==> config.mk <==
export PLATFORM = sky130hd
export DESIGN_NAME = sfq_toggle_tx_flat
export DESIGN_NICKNAME = d
export VERILOG_FILES = /design/src/rtl/sfq_toggle_tx_if.sv /design/src/rtl/sfq_toggle_tx.sv /design/src/flat_wrapper.sv
export SDC_FILE = /design/constraint.sdc
export NUM_CORES = 1
export LEC_CHECK = 0
export CAP_MARGIN = 15
export CORE_AREA = 2 2 52 54
export CTS_CLUSTER_DIAMETER = 200
export CTS_CLUSTER_SIZE = 40
export DETAILED_ROUTE_END_ITERATION = 12
export DIE_AREA = 0 0 54 56
export PLACE_DENSITY = 0.71
export SYNTH_ARGS = -nofsm -noshare
export SYNTH_HDL_FRONTEND = slang
export SYNTH_SLANG_ARGS = --single-unit
==> constraint.sdc <==
create_clock -name clk -period 2.2 [get_ports clk]
set_input_delay 0.22 -clock clk [delete_from_list [all_inputs] [get_ports clk]]
set_output_delay 0.22 -clock clk [all_outputs]
set_load 0.005 [all_outputs]
==> src/rtl/sfq_toggle_tx_if.sv <==
// Word handshake between clocked control logic and the SFQ toggle transmitter.
interface sfq_toggle_tx_if #(
    parameter int unsigned WIDTH = 8
);
    logic             in_valid;
    logic             in_ready;
    logic [WIDTH-1:0] in_data;

    modport master (
        output in_valid,
        output in_data,
        input  in_ready
    );

    modport slave (
        input  in_valid,
        input  in_data,
        output in_ready
    );
endinterface

==> src/rtl/sfq_toggle_tx.sv <==
// Toggle-encoded SFQ pulse-line driver: one start pulse, then one pulse per
// '1' data bit (LSB first) in fixed-length slots, followed by idle guard slots.
module sfq_toggle_tx #(
    parameter int unsigned WIDTH = 8,
    parameter int unsigned SLOT  = 4,
    parameter int unsigned GUARD = 2
) (
    input  logic           clk,
    input  logic           rst,
    sfq_toggle_tx_if.slave bus,
    output logic           out,
    output logic           busy,
    output logic           done
);
    localparam int unsigned SLOT_W  = (SLOT > 1) ? $clog2(SLOT) : 1;
    localparam int unsigned BIT_W   = $clog2(WIDTH + 1);
    localparam int unsigned GUARD_W = (GUARD > 1) ? $clog2(GUARD) : 1;

    localparam logic [SLOT_W-1:0]  SLOT_LAST  = SLOT_W'(SLOT - 1);
    localparam logic [BIT_W-1:0]   BIT_LAST   = BIT_W'(WIDTH);
    localparam logic [GUARD_W-1:0] GUARD_LAST = GUARD_W'(GUARD - 1);

    typedef enum logic [1:0] {
        S_IDLE  = 2'd0,
        S_START = 2'd1,
        S_BITS  = 2'd2,
        S_GUARD = 2'd3
    } state_e;

    state_e             state_q, state_d;
    logic [SLOT_W-1:0]  slot_q,  slot_d;
    logic [BIT_W-1:0]   bit_q,   bit_d;
    logic [GUARD_W-1:0] guard_q, guard_d;
    logic [WIDTH-1:0]   shift_q, shift_d;
    logic               out_q,   out_d;
    logic               busy_q,  busy_d;
    logic               done_q,  done_d;

    logic               accept_c;
    logic               slot_wrap_c;

    // Ready only while idle and not held in reset; reset wins over any accept.
    assign bus.in_ready = (state_q == S_IDLE) && !rst;
    assign accept_c     = bus.in_valid && bus.in_ready;
    assign slot_wrap_c  = (slot_q == SLOT_LAST);

    assign out  = out_q;
    assign busy = busy_q;
    assign done = done_q;

    // Next-state, slot timing and pulse decisions.
    always_comb begin
        state_d = state_q;
        slot_d  = slot_q;
        bit_d   = bit_q;
        guard_d = guard_q;
        shift_d = shift_q;
        out_d   = out_q;
        done_d  = 1'b0;

        // Slot counter free-runs 0..SLOT-1 for the whole frame.
        if (state_q != S_IDLE) begin
            slot_d = slot_wrap_c ? '0 : slot_q + 1'b1;
        end

        unique case (state_q)
            S_IDLE: begin
                if (accept_c) begin
                    shift_d = bus.in_data;
                    out_d   = ~out_q;
                    slot_d  = '0;
                    bit_d   = '0;
                    guard_d = '0;
                    state_d = S_START;
                end
            end

            S_START: begin
                // End of the start slot carries the decision for bit 0.
                if (slot_wrap_c) begin
                    out_d   = out_q ^ shift_q[0];
                    shift_d = shift_q >> 1;
                    bit_d   = BIT_W'(1);
                    state_d = S_BITS;
                end
            end

            S_BITS: begin
                if (slot_wrap_c) begin
                    if (bit_q == BIT_LAST) begin
                        // Last data slot has elapsed; no pulse on this edge.
                        guard_d = '0;
                        state_d = S_GUARD;
                    end else begin
                        out_d   = out_q ^ shift_q[0];
                        shift_d = shift_q >> 1;
                        bit_d   = bit_q + 1'b1;
                    end
                end
            end

            S_GUARD: begin
                if (slot_wrap_c) begin
                    if (guard_q == GUARD_LAST) begin
                        done_d  = 1'b1;
                        state_d = S_IDLE;
                    end else begin
                        guard_d = guard_q + 1'b1;
                    end
                end
            end

            default: begin
                state_d = S_IDLE;
            end
        endcase

        busy_d = (state_d != S_IDLE);
    end

    // State and datapath registers; reset aborts any frame and drives out low.
    always_ff @(posedge clk) begin
        if (rst) begin
            state_q <= S_IDLE;
            slot_q  <= '0;
            bit_q   <= '0;
            guard_q <= '0;
            shift_q <= '0;
            out_q   <= 1'b0;
            busy_q  <= 1'b0;
            done_q  <= 1'b0;
        end else begin
            state_q <= state_d;
            slot_q  <= slot_d;
            bit_q   <= bit_d;
            guard_q <= guard_d;
            shift_q <= shift_d;
            out_q   <= out_d;
            busy_q  <= busy_d;
            done_q  <= done_d;
        end
    end

    // Handshake ready and busy are never both high.
    a_ready_busy_excl: assert property (@(posedge clk) disable iff (rst)
        !(bus.in_ready && busy_q));

    // done is a single-cycle strobe.
    a_done_strobe: assert property (@(posedge clk) disable iff (rst)
        done_q |=> !done_q);

    // The line only toggles on an accept or on a slot boundary.
    a_toggle_on_slot: assert property (@(posedge clk) disable iff (rst)
        (out_d != out_q) |-> (accept_c || ((state_q != S_IDLE) && slot_wrap_c)));

endmodule

==> src/flat_wrapper.sv <==
// flat-port wrapper written by rule: the top's interface ports become plain ports
module sfq_toggle_tx_flat 
#(
    parameter int unsigned WIDTH = 8,
    parameter int unsigned SLOT  = 4,
    parameter int unsigned GUARD = 2
)
  (clk, rst, out, busy, done, bus_in_valid, bus_in_data, bus_in_ready);
  sfq_toggle_tx_if #(.WIDTH(WIDTH)) bus_i ();
  input  logic clk;
  input  logic rst;
  output logic out;
  output logic busy;
  output logic done;
  input wire logic [$bits(bus_i.in_valid)-1:0] bus_in_valid;
  input wire logic [$bits(bus_i.in_data)-1:0] bus_in_data;
  output wire logic [$bits(bus_i.in_ready)-1:0] bus_in_ready;
  assign bus_i.in_valid = bus_in_valid;
  assign bus_i.in_data = bus_in_data;
  assign bus_in_ready = bus_i.in_ready;
  sfq_toggle_tx #(.WIDTH(WIDTH), .SLOT(SLOT), .GUARD(GUARD)) u_core (.clk(clk), .rst(rst), .bus(bus_i), .out(out), .busy(busy), .done(done));
endmodule
==> flow_summary.yaml <==
timing:
  setup_viol: 0
  slew_viol_final: 0
  layout_worst_path_cycle_share_pct: 94.8
  rsz0062_at_grt: "false"
  hold_viol: 0
  fmax_mhz: 480
  fin_hold_ws_ps: 492
  layout_min_cycle_time_ps: 2090
  skew_ps: 0.695
  slew_headroom_pct: 60.0
  setup_tns_ps: 0
  worstMarginPinSlew_ps: 598
  finalWorstSetupSlack_ps: 115
critical_path:
  end_kind: "register"
  r2r-start: "u_core.state_q[0]$_SDFF_PP0_"
  timing.rr.end: "u_core.bit_q[1]$_SDFFE_PP0P_"
  rrSetupSlack_ps: 110
  required_ps: 2430
  cp_max_fo: 6
  crit_slowest_cell: "or4b_1"
  slowest_delay_ps: 530
  r2r_cells: 6
  cp_cell_sequence: "inv_1 > ha_1 > nor2b_1 > a2111o_1 > or4b_1 > a21oi_1"
  crit_type: "register to register"
  cp_data_arrival_time_ps: 2320
  worstSetupStartpointType: "register"
  path_buf_inv: 1
  crit_family: "simple AND/OR/NAND/NOR gates"
synthesis:
  synthTopCellsByArea: "dfxtp_1 35%, ha_1 10%, a21oi_1 7.1%, a311oi_1 6.2%, mux2i_1 6.2%"
  ys_seq_area_share_pct: 35.4
  synthFlopType: "dfxtp_1"
  syn_area_um2: 1130
  ys_types: 32
  syn_inst: 122
  yosysWarnings: 0
  synth_fp_nets: 142
  async_flop_share_pct: 0
  ys_ff_latch: 20
  synth_top_area_share_pct: 35.4
  synth-edff-count: 0
  synth_top_area_cell: "dfxtp_1"
  synth_area_per_cell_um2: 9.26
die:
  num_io_pins: 15
  die-area_um2: 3020
  fp.dieW_um: 54
  initial_utilization_pct: 46.5
  die_h_um: 56
  rows: 18
  core_um2: 2430
global_routing:
  antenna_found_initial: 0
  grt_max_degree: 22
  grt_remaining_overflow: 0
  grt_pass1_wl_um: 3820
  grt_pass1_vias: 929
  grtUsageTotal_pct: 16.4
clock_tree:
  cts.sinks: 20
  insertion_delay_ps: 290
  path_clk_slew_ps: 110
  htreeDepth: 1
  cts_buffer_depth: 2
  numCtsBuffers: 3
  cts_tree: "yes"
  root_buffer: "clkbuf_4"
routing:
  top_layer: "met4"
  drc: 0
  drt-vias-per-instance: 5.69
  wl_per_cell_um: 13.3
  first_pass_iters: 4
  drt-total-wl_um: 2290
  ant_nets: 0
  drt-initial-drc-count: 22
  met3_length_um: 84
  met2_length_um: 1080
  via_count: 978
  wl_met1_um: 1110
cells_and_area:
  finalInstanceArea_um2: 1380
  drive_gt1_share_pct: 12.0
  nets: 164
  area_delta_synth_final_pct: 21.7
  n_antenna_cell: 0
placed_design:
  gp_congestion: 0.721
  place_ws_ps: 55.3
  place_area_um2: 1350
  numPortBuffers: 14
  dp_hpwl_um: 1720
power:
  p_leak_nw: 0.527
  ir_worst_vdd_mv: 0.743
  pwr_density_cell_nw_per_um2: 1210
hold_path:
  hold_depth: 2
  hold_path.class: "register to register"
  worstHoldEndpoint: "u_core.shift_q[7]$_SDFFE_PP0P_"
  min_from: "u_core.shift_q[7]$_SDFFE_PP0P_"
run_status:
  outcome: "complete, no violations"
flow_run:
  maxCapViolCount: 0
==> state kept, by name (all words and copies together), names as in the netlist <==
register / flops
u_core.slot_q: 2
u_core.done: 1
u_core.busy: 1
u_core.state_q: 2
u_core.guard_q: 1
u_core.out: 1
u_core.bit_q: 4
u_core.shift_q: 8
==> worst reg2reg max path: stages (launching register included) <==
cell	delay (ps)
dfxtp_2	390
inv_1	90
ha_1	210
nor2b_1	180
a2111o_1	480
or4b_1	530
a21oi_1	150
==> cells in the mapped netlist (2+ instances only) <==
cell type	instances
dfxtp_1	20
a21oi_1	16
ha_1	9
a311oi_1	8
mux2i_1	7
nor2b_1	7
clkbuf_1	6
o21ai_0	6
nor2_1	5
inv_1	4
nand2_1	4
nand4b_1	3
o31ai_1	3
a21o_1	2
and4b_1	2
nand3_1	2
nand3b_1	2
or4_1	2
==> worst max-delay path by stage <==
stage / to / from / slack [ps] / cells after the start
after global routing: u_core.bit_q[3]$_SDFFE_PP0P_ / u_core.state_q[0]$_SDFF_PP0_ / 1 / 6
after CTS: u_core.bit_q[3]$_SDFFE_PP0P_ / u_core.state_q[0]$_SDFF_PP0_ / 30 / 6
after detailed placement: u_core.bit_q[3]$_SDFFE_PP0P_ / u_core.state_q[0]$_SDFF_PP0_ / 60 / 6
after global placement: u_core.bit_q[1]$_SDFFE_PP0P_ / u_core.state_q[0]$_SDFF_PP0_ / 170 / 6
final: u_core.bit_q[1]$_SDFFE_PP0P_ / u_core.state_q[0]$_SDFF_PP0_ / 110 / 6
after floorplan: u_core.bit_q[1]$_SDFFE_PP0P_ / u_core.state_q[0]$_SDFF_PP0_ / 70 / 7
==> through the flow <==
| stage | power [mW] | utilization [%] | std cells |
|---|---|---|---|
| final | 1.66 | 56.5 | 172 |
| after CTS | 1.67 | 56.5 | 172 |
| after global placement | 1.47 | 55.6 | 169 |
| after global routing | 1.80 | 56.5 | 172 |
| after detailed placement | 1.50 | 55.6 | 169 |
| after floorplan | 1.20 | - | 122 |
==> where the power goes <==
group / switching (mW) / leakage (nW) / internal, mW
combinational: 0.491 / 0.349 / 0.492
sequential: 0.0509 / 0.164 / 0.458
clock: 0.107 / 0.0138 / 0.0637
total: 0.648 / 0.527 / 1.01
==> cell families after synthesis <==
family | count (synthesis) | share of synthesized area [%]
AO/OA/AOI/OAI | 41 | 25.5
adder cells (fa/ha/maj) | 9 | 9.97
buffers and inverters | 12 | 4.76
flip-flops | 20 | 35.4
multiplexers | 7 | 6.20
AND/OR/NAND/NOR | 33 | 18.2
==> area by class of cell <==
class / count / area (um2)
Tap cell: 30 / 37.5
Clock buffer: 3 / 22.5
Fill cell: 230 / 1060
Multi-Input combinational cell: 90 / 676
Inverter: 4 / 15.0
Sequential cell: 20 / 402
Timing Repair Buffer: 25 / 223
==> repair_timing <==
item                                    4_1_cts  5_1_grt
hold endpoints to repair                      0        0
hold buffers                                  0        0
buffers inserted                              0        0
endpoints found under the setup margin        0        3
gates resized for setup                       0        1
==> per-layer routing <==
layer,GRT usage (%),vias to the layer above
li1,-,505
met1,21.5,452
met2,26.1,19
met3,3.49,2
met4,5.36,0
met5,0,-
==> layout by cell type, fill, tap and decap left out <==
cell type	n
or2_2	1
a21oi_1	16
or4b_1	1
nand4b_1	3
a41oi_1	1
ha_1	9
nand3_1	2
a311oi_1	8
dfxtp_2	1
a21o_1	2
nor3b_1	1
a21boi_0	1
nand2b_1	1
nand3b_1	2
or4_1	2
nor2_1	5
clkbuf_4	3
buf_4	11
o21ai_0	6
nor3_1	1
clkdlybuf4s50_1	14
nand4_1	1
a2111o_1	1
a2111oi_4	1
and4b_1	2
a31oi_1	1
a221oi_1	1
nand2_1	4
mux2i_1	7
o31ai_1	3
dfxtp_1	19
inv_1	4
nor2b_1	7
Note: power is estimated with default switching activity, not from simulation.
